--- src/rtl/max2ccx_endpoint.sv ---
// -----------------------------------------------------------------------------
// max2ccx_endpoint
//
// Far-end partner of the SPARC-side CCX/Maxeler bridge.
//  * PCX direction: deframes a stream of 32-bit words (header + 4 data words)
//    into whole 124-bit PCX packets with valid/ready hand-off to the L2 model.
//  * CPX direction: splits whole 145-bit CPX packets into five 32-bit words,
//    each with a control word, and queues them in a show-ahead FIFO that the
//    bridge drains with cpx_read / cpx_empty / cpx_almost_empty.
//
// Ports
//  gclk, reset          clock, synchronous active-high reset
//  pcx_word_valid/data  incoming PCX word stream
//  pcx_word_stall       backpressure to the PCX word source
//  pcx_pkt_*            assembled PCX packet (valid held until ready)
//  cpx_pkt_valid/data   offered CPX packet; cpx_pkt_ready pulses on acceptance
//  cpx_word_data/ctl    FIFO head (zero while empty)
//  cpx_empty            FIFO empty
//  cpx_almost_empty     FIFO occupancy <= AE_THRESH
//  cpx_read             pop FIFO head (ignored while empty)
// -----------------------------------------------------------------------------
module max2ccx_endpoint #(
    parameter int CPX_FIFO_DEPTH = 16,
    parameter int AE_THRESH      = 4
) (
    input  logic         gclk,
    input  logic         reset,
    input  logic         pcx_word_valid,
    input  logic [31:0]  pcx_word_data,
    output logic         pcx_word_stall,
    output logic         pcx_pkt_valid,
    output logic [123:0] pcx_pkt_data,
    output logic         pcx_pkt_atom,
    output logic [4:0]   pcx_pkt_req,
    input  logic         pcx_pkt_ready,
    input  logic         cpx_pkt_valid,
    input  logic [144:0] cpx_pkt_data,
    output logic         cpx_pkt_ready,
    output logic [31:0]  cpx_word_data,
    output logic [31:0]  cpx_word_ctl,
    output logic         cpx_empty,
    output logic         cpx_almost_empty,
    input  logic         cpx_read
);

    localparam int AW = $clog2(CPX_FIFO_DEPTH);
    localparam int CW = AW + 1;
    // Highest occupancy that still leaves room for a whole 5-word frame.
    localparam logic [CW-1:0] FRAME_ROOM = CW'(CPX_FIFO_DEPTH - 5);
    localparam logic [CW-1:0] AE_LEVEL   = CW'(AE_THRESH);

    typedef enum logic [2:0] {PCX_HDR, PCX_D0, PCX_D1, PCX_D2, PCX_D3} pcx_state_t;
    typedef enum logic [2:0] {CPX_IDLE, CPX_W0, CPX_W1, CPX_W2, CPX_W3, CPX_W4} cpx_state_t;

    // ---------------------------------------------------------------- PCX side
    pcx_state_t     r_pcx_state;
    logic [4:0]     r_hdr_req;
    logic           r_hdr_atom;
    logic [27:0]    r_d0;
    logic [31:0]    r_d1;
    logic [31:0]    r_d2;
    logic           r_pcx_pkt_valid;
    logic [123:0]   r_pcx_pkt_data;
    logic           r_pcx_pkt_atom;
    logic [4:0]     r_pcx_pkt_req;
    logic           w_pcx_take;

    // Stall only while an unaccepted packet is held; a header can therefore
    // be taken in the same cycle the previous packet is accepted.
    assign pcx_word_stall = r_pcx_pkt_valid && !pcx_pkt_ready;
    assign w_pcx_take     = pcx_word_valid && !pcx_word_stall;

    // NOTE: state is updated with non-blocking assignments so every register
    // samples pre-edge values regardless of statement order.
    always_ff @(posedge gclk) begin
        if (reset) begin
            r_pcx_state     <= PCX_HDR;
            r_hdr_req       <= '0;
            r_hdr_atom      <= 1'b0;
            r_d0            <= '0;
            r_d1            <= '0;
            r_d2            <= '0;
            r_pcx_pkt_valid <= 1'b0;
            r_pcx_pkt_data  <= '0;
            r_pcx_pkt_atom  <= 1'b0;
            r_pcx_pkt_req   <= '0;
        end else begin
            if (r_pcx_pkt_valid && pcx_pkt_ready)
                r_pcx_pkt_valid <= 1'b0;
            if (w_pcx_take) begin
                case (r_pcx_state)
                    PCX_HDR: begin
                        r_hdr_req   <= pcx_word_data[4:0];
                        r_hdr_atom  <= pcx_word_data[5];
                        r_pcx_state <= PCX_D0;
                    end
                    PCX_D0: begin
                        r_d0        <= pcx_word_data[27:0];
                        r_pcx_state <= PCX_D1;
                    end
                    PCX_D1: begin
                        r_d1        <= pcx_word_data;
                        r_pcx_state <= PCX_D2;
                    end
                    PCX_D2: begin
                        r_d2        <= pcx_word_data;
                        r_pcx_state <= PCX_D3;
                    end
                    PCX_D3: begin
                        // Overrides the clear above if the old packet leaves this cycle.
                        r_pcx_pkt_valid <= 1'b1;
                        r_pcx_pkt_data  <= {r_d0, r_d1, r_d2, pcx_word_data};
                        r_pcx_pkt_atom  <= r_hdr_atom;
                        r_pcx_pkt_req   <= r_hdr_req;
                        r_pcx_state     <= PCX_HDR;
                    end
                    default: r_pcx_state <= PCX_HDR;
                endcase
            end
        end
    end

    assign pcx_pkt_valid = r_pcx_pkt_valid;
    assign pcx_pkt_data  = r_pcx_pkt_data;
    assign pcx_pkt_atom  = r_pcx_pkt_atom;
    assign pcx_pkt_req   = r_pcx_pkt_req;

    // ---------------------------------------------------------------- CPX side
    cpx_state_t     r_cpx_state;
    logic [144:0]   r_cpx_pkt;
    logic           r_cpx_pkt_ready;
    logic [AW-1:0]  r_wr_ptr;
    logic [AW-1:0]  r_rd_ptr;
    logic [CW-1:0]  r_count;
    logic           r_cpx_empty;
    logic           r_cpx_almost_empty;
    logic [31:0]    r_mem_data [CPX_FIFO_DEPTH];
    logic [1:0]     r_mem_ctl  [CPX_FIFO_DEPTH];   // {cpx[144], first-word}

    logic           w_push;
    logic           w_push_first;
    logic [31:0]    w_push_data;
    logic           w_pop;
    logic [CW-1:0]  w_count_next;

    // Framer: accept only when a whole frame fits, so pushes never meet full.
    always_ff @(posedge gclk) begin
        if (reset) begin
            r_cpx_state     <= CPX_IDLE;
            r_cpx_pkt       <= '0;
            r_cpx_pkt_ready <= 1'b0;
        end else begin
            r_cpx_pkt_ready <= 1'b0;
            case (r_cpx_state)
                CPX_IDLE: begin
                    if (cpx_pkt_valid && (r_count <= FRAME_ROOM)) begin
                        r_cpx_pkt       <= cpx_pkt_data;
                        r_cpx_pkt_ready <= 1'b1;
                        r_cpx_state     <= CPX_W0;
                    end
                end
                CPX_W0:  r_cpx_state <= CPX_W1;
                CPX_W1:  r_cpx_state <= CPX_W2;
                CPX_W2:  r_cpx_state <= CPX_W3;
                CPX_W3:  r_cpx_state <= CPX_W4;
                default: r_cpx_state <= CPX_IDLE;
            endcase
        end
    end

    assign cpx_pkt_ready = r_cpx_pkt_ready;

    // NOTE: every always_comb output gets a default first so no path leaves
    // it unassigned and no latch is inferred.
    always_comb begin
        w_push       = 1'b1;
        w_push_first = 1'b0;
        w_push_data  = '0;
        case (r_cpx_state)
            CPX_W0: begin
                w_push_data  = {15'b0, r_cpx_pkt[144:128]};
                w_push_first = 1'b1;
            end
            CPX_W1:  w_push_data = r_cpx_pkt[127:96];
            CPX_W2:  w_push_data = r_cpx_pkt[95:64];
            CPX_W3:  w_push_data = r_cpx_pkt[63:32];
            CPX_W4:  w_push_data = r_cpx_pkt[31:0];
            default: w_push      = 1'b0;
        endcase
    end

    assign w_pop        = cpx_read && !r_cpx_empty;
    assign w_count_next = r_count + CW'(w_push) - CW'(w_pop);

    // NOTE: the storage array has no reset; the pointers and count alone
    // decide which entries are valid, and the head is masked while empty.
    always_ff @(posedge gclk) begin
        if (w_push) begin
            r_mem_data[r_wr_ptr] <= w_push_data;
            r_mem_ctl[r_wr_ptr]  <= {r_cpx_pkt[144], w_push_first};
        end
    end

    // Flags come from the next-state count so they line up with the head.
    always_ff @(posedge gclk) begin
        if (reset) begin
            r_wr_ptr           <= '0;
            r_rd_ptr           <= '0;
            r_count            <= '0;
            r_cpx_empty        <= 1'b1;
            r_cpx_almost_empty <= 1'b1;
        end else begin
            if (w_push)
                r_wr_ptr <= r_wr_ptr + 1'b1;
            if (w_pop)
                r_rd_ptr <= r_rd_ptr + 1'b1;
            r_count            <= w_count_next;
            r_cpx_empty        <= (w_count_next == '0);
            r_cpx_almost_empty <= (w_count_next <= AE_LEVEL);
        end
    end

    assign cpx_empty        = r_cpx_empty;
    assign cpx_almost_empty = r_cpx_almost_empty;
    assign cpx_word_data    = r_cpx_empty ? 32'h0 : r_mem_data[r_rd_ptr];
    assign cpx_word_ctl     = r_cpx_empty ? 32'h0
                            : {27'b0, r_mem_ctl[r_rd_ptr][1], r_mem_ctl[r_rd_ptr][0], 3'b0};

endmodule

--- config.mk ---
export PLATFORM = sky130hd
export DESIGN_NAME = max2ccx_endpoint
export DESIGN_NICKNAME = d
export VERILOG_FILES = /design/src/rtl/max2ccx_endpoint.sv
export SDC_FILE = /design/constraint.sdc
export NUM_CORES = 1
export LEC_CHECK = 0
export BUFFER_PORTS_ARGS = -buffer_cell sky130_fd_sc_hd__buf_2
export CAP_MARGIN = 20
export CORE_MARGIN = 2
export CORE_UTILIZATION = 45
export DETAILED_ROUTE_END_ITERATION = 12
export PLACE_DENSITY = 0.66
export SETUP_SLACK_MARGIN = 0.15
export SYNTH_ARGS = -nofsm -noshare
export SYNTH_HDL_FRONTEND = slang
export SYNTH_SLANG_ARGS = --single-unit
export TNS_END_PERCENT = 1
--- constraint.sdc ---
create_clock -name gclk -period 4.18 [get_ports gclk]
set_input_delay 0.836 -clock gclk [delete_from_list [all_inputs] [get_ports gclk]]
set_output_delay 0.836 -clock gclk [all_outputs]
set_load 0.02 [all_outputs]
# == Yosys cells after proc, flatten, opt, wreduce, memory -nomap -nowiden ==
# Memories as Yosys holds them, arrays and structs flattened. A register that Yosys moved wholly into a read port is not among the register bits.
# Index checks and enable logic that the tools add are counted.
# classes
add_sub_neg,4
magnitude_cmp,2
n_eq_ne,10
mux,18
n_bitwise,1
reduce_logical,19
# ops
operator,n
case mux 32 bit (5 select lines),1
two-way mux 32 bit,1
two-way mux 4 bit,4
case mux 3 bit (5 select lines),1
"== test 3 x 2 -> 1 bit, second input constant",4
case mux 3 bit (4 select lines),1
AND reduction 2 bit,6
"== test 3 bit, second input constant",3
"adder 4 x 1 -> 4 bit, second input constant",2
two-way mux 1 bit,8
"== test 3 x 1 -> 1 bit, second input constant",2
zero test 3 bit,2
adder 5 x 1 -> 5 bit,1
"<= comparator 5 x 3 -> 1 bit, second input constant",1
"<= comparator 5 x 4 -> 1 bit, second input constant",1
logical AND 1 bit,5
zero test 5 bit,1
two-way mux 5 bit,1
OR reduction 5 bit,1
subtractor 5 x 1 -> 5 bit,1
zero test 1 bit,3
two-way mux 3 bit,1
"!= test 2 bit, second input constant",1
OR reduction 2 bit,1
inverter 1 bit,1
# word_totals
ff_bits,396
ramBits,544
input_bits,183
out_inout_bits,199
mem_count,2
# mem_list
memory,words,width,rd,rd_ports_with_merged_regs,wr,line_no,source
r_mem_data,16,32,1,1,1,137,logic [31:0] r_mem_data [CPX_FIFO_DEPTH];
r_mem_ctl,16,2,1,1,1,138,logic [1:0] r_mem_ctl [CPX_FIFO_DEPTH];

# == Depth between registers and ports, before layout ==
# logic_depth
depth_word,6
depth_mapped,15

# == Least setup slack after synthesis ==
# No wires, ideal clock.
# synth_path
path_type,register to register
from,register r_cpx_state[0]
to,memory r_mem_ctl[0][0] (enable)
arrival_time_ns,3.526
required_ns,3.713
setup_slack_ns,0.187
path_stages_with_launch,8
synth_period_minus_slack_ns,3.993
cell_sequence,dfxtp_1 buf_6 or3_1 clkbuf_1 and2_1 clkbuf_1 nand2_1 nor3_1
# synth_via
elab_chain_cells,5
# synth_rtl
item,line_no,source
start: declaration,129,cpx_state_t r_cpx_state;
start signal: assignment,149,r_cpx_state <= CPX_IDLE;
start signal: assignment,159,r_cpx_state <= CPX_W0;
start signal: assignment,162,CPX_W0: r_cpx_state <= CPX_W1;
== test 3 bit (tied with other cells),179,case (r_cpx_state)
OR reduction 5 bit (no source line) (*),n/a,
two-way mux 1 bit (*),179,
two-way mux 1 bit (*),198,if (w_push) begin
two-way mux 1 bit (not written as such) (*),200,"r_mem_ctl[r_wr_ptr] <= {r_cpx_pkt[144], w_push_first};"
end: declaration,138,
# Mark *: on every way between the ends. The rest lies on a longest branch, timed or not.

==> summary.md <==
| Metric | Value |
|---|---|
| Clk buf depth | `3` |
| Worst path slowest cell | `dfxtp_4` |
| CP Class | `flip-flop to primary output` |
| Req. time, crit path | `3.34 ns` |
| First-pass GRT wire length | `139000 µm` |
| Main area contributors after synthesis | `edfxtp_1, dfxtp_1, mux4_2, nand2_1, a21oi_1` |
| Startpoint types | `flip-flop` |
| Leak | `14.7 nW` |
| Crit path cell chain | `buf_4 -> mux4_2 -> mux2i_1 -> o22ai_1 -> buf_2` |
| DR WL/cell | `22.0 µm` |
| Die area | `82800 µm²` |
| Dpl hpwl | `roughly 58000 µm` |
| # IOs | `382` |
| Yosys warns | `0` |
| Chip Width | `288 µm` |
| Rows | `around 100` |
| Hold Path Class | `input pin to flip-flop` |
| CTS sink cnt | `approximately 940` |
| Clk Latency, worst-skew pair | `around 0.67 ns` |
| Max-cap violation count | `0` |
| ANT nets after route | `0` |
| Port Buffers | `351` |
| Crit end category | `primary output` |
| Cells after synthesis | `~2900` |
| Nets | `3357` |
| Synth cell types | `a little under 50` |
| TritonCTS clock tree | `done` |
| Synth Flop Type | `edfxtp_1` |
| Setup repair bufs after CTS | `0` |
| Tmin final | `approximately 3.8 ns` |
| Delay-heaviest family, CP | `flip-flops` |
| Placed cells | `slightly above 4000` |
| Die Y | `288 µm` |
| Seq/Total Area, Yosys | `67.2%` |
| Fin crit share | `90.5%` |
| Vias per cell | `5.48` |
| Grt ovf | `0` |
| EDFF count, synth | `544` |
| Most common cell in the synthesized netlist | `nand2_1` |
| Fmax | `264 MHz` |
| Pin slew with the least headroom to its limit | `1.02 ns` |
| Filler cell count | `roughly 7000` |
| Data arrival, critical path | `2.95 ns` |
| Total core area | `80200 µm²` |
| Synth top area share | `roughly 45%` |
| DRT iter0 DRCs | `2240` |
| Area growth syn-to-layout | `17.4%` |
| Final Hold Fails | `0` |
| Root Buffer | `clkbuf_16` |
| Pwr dens | `around 560 nW/µm²` |
| Maximum VDD drop | `337 µV` |
| Synth Register Bits | `944` |
| CP max FO | `39` |
| CP Buf/Inv Count | `2` |
| Share of layout cells above drive strength 1 | `22.2%` |
| DRC errors left | `0` |
| H-tree depth | `3` |
| Vias | `23603` |
| Asr flop ratio synth | `0%` |
| Vias in the first global route | `22424` |
| CTS resizes | `0` |
| Fin. max-slew vios | `0` |
| Pre-antenna DRT Iters | `5` |
| Final setup TNS | `0 ns` |
| Syn Area/Cell | `12.7 µm²` |
| Initial core utilization | `45.2%` |
| Initial antenna violation count | `9` |
| Yosys top cell by area | `edfxtp_1` |
| Status | `completed` |
| Routed Wire Length | `94600 µm` |
| CTS buffer count | `97` |
| Largest net degree at the start of global routing | `135` |
| Worst Skew | `0.0395 ns` |
| Non-Filler Instances | `between 4000 and 5000` |
| Hold buffers post-CTS | `0` |
| Synthesized area | `36200 µm²` |
| Final Wtd Congestion | `0.828` |
| Final setup viols | `0` |
| Most common library cells after synthesis | `nand2_1, edfxtp_1, dfxtp_1` |
| Total GRT Usage | `between 20 and 25%` |
| Reg clk slew, reported paths | `0.06 ns` |
| RSZ-0062 raised after global routing | `no` |
| Max_slew headroom | `32.1%` |
| Slowest stage delay, CP | `0.71 ns` |
-- state kept, by name, summed over array words and instances, names as in the netlist, 28 cells and up, named ones only --
register      cells
r_d1             32
r_mem_ctl        32
pcx_pkt_data    124
r_cpx_pkt       145
r_d0             28
r_mem_data      512
r_d2             32
-- report_power, final --
part | internal, mW | switching, mW
registers | 10.5 | 0.332
logic | 1.55 | 2.46
clock network | 5.15 | 3.64
total | 17.2 | 6.44
-- final timing paths --
check | end | start | slack (ns) | depth (start not counted)
worst max-delay path | cpx_word_data[8] | flip-flop | 0.40 | 5
worst min-delay path | r_cpx_pkt[114] | cpx_pkt_data[114] | 0.41 | 3
worst max register to register | cpx_empty | r_cpx_state[1] | 1.15 | 12
worst min register to register | pcx_pkt_data[82] | r_d1[18] | 0.44 | 2
-- layout by cell type (no fill, tap or decap), drive strengths merged, types with 9 or more instances in the layout --
cell type | Yosys | final
a21oi | 381 | 381
a221o | 22 | 22
a32oi | 9 | 9
buf | 119 | 425
bufinv | 0 | 10
clkbuf | 128 | 134
clkinv | 0 | 30
conb | 1 | 30
dfxtp | 400 | 400
edfxtp | 544 | 544
ha | 12 | 12
inv | 14 | 16
mux2i | 117 | 117
mux4 | 121 | 121
nand2 | 603 | 603
nand2b | 9 | 9
nand3 | 101 | 101
nand4 | 12 | 12
nor2 | 36 | 36
o211ai | 9 | 9
o21ai | 114 | 114
o22ai | 35 | 35
-- cell type report --
class | count | area (µm²) | share of cell area [%]
Inverter | 14 | 52.6 | 0.123
Multi-Input combinational cell | 1679 | 10900 | 25.6
Antenna cell | 7 | 17.5 | 0.0412
Clock buffer | 134 | 2690 | 6.32
Timing Repair Buffer | 425 | 2610 | 6.13
Tap cell | 1060 | 1330 | 3.12
Clock inverter | 43 | 588 | 1.38
Sequential cell | 944 | 24400 | 57.2
-- layer usage --
layer | up-vias | global-route usage, % | part of all wire (%)
met5 | - | 0 | 0.044
li1 | 10937 | - | -
met3 | 144 | 4.25 | 7.6
met4 | 6 | 7.45 | 2.5
met2 | 828 | 35.3 | 47
met1 | 11688 | 31.2 | 42
-- kinds of logic after synthesis --
family	after synthesis	share of synthesized area [%]
flip-flops	944	67.2
adder cells (fa/ha/maj)	13	0.469
other	1	0.0103
AND/OR/NAND/NOR	795	8.98
AO/OA/AOI/OAI	593	8.97
buffers and inverters	261	3.41
XOR/XNOR	10	0.242
multiplexers	238	10.7
-- worst min-delay path, cell delays in order --
cell and delay [ns]:
buf_2 0.10, nand2_1 0.04, a21oi_1 0.05
-- metrics by stage --
stage          worst slack [ns]  hold WS [ns]  util [%]  instance area [µm²]  power, mW
2_1_floorplan             0.187         0.428         -                36400       13.8
3_3_place_gp               1.06         0.432      49.0                39200       15.0
3_5_place_dp               1.03         0.440      49.0                39300       15.1
4_1_cts                   0.313         0.381      53.1                42500       23.8
5_1_grt                   0.196         0.408      53.1                42600       24.6
6_report                  0.396         0.412      53.1                42600       23.7
No activity file was read; power rests on OpenSTA's default activity.
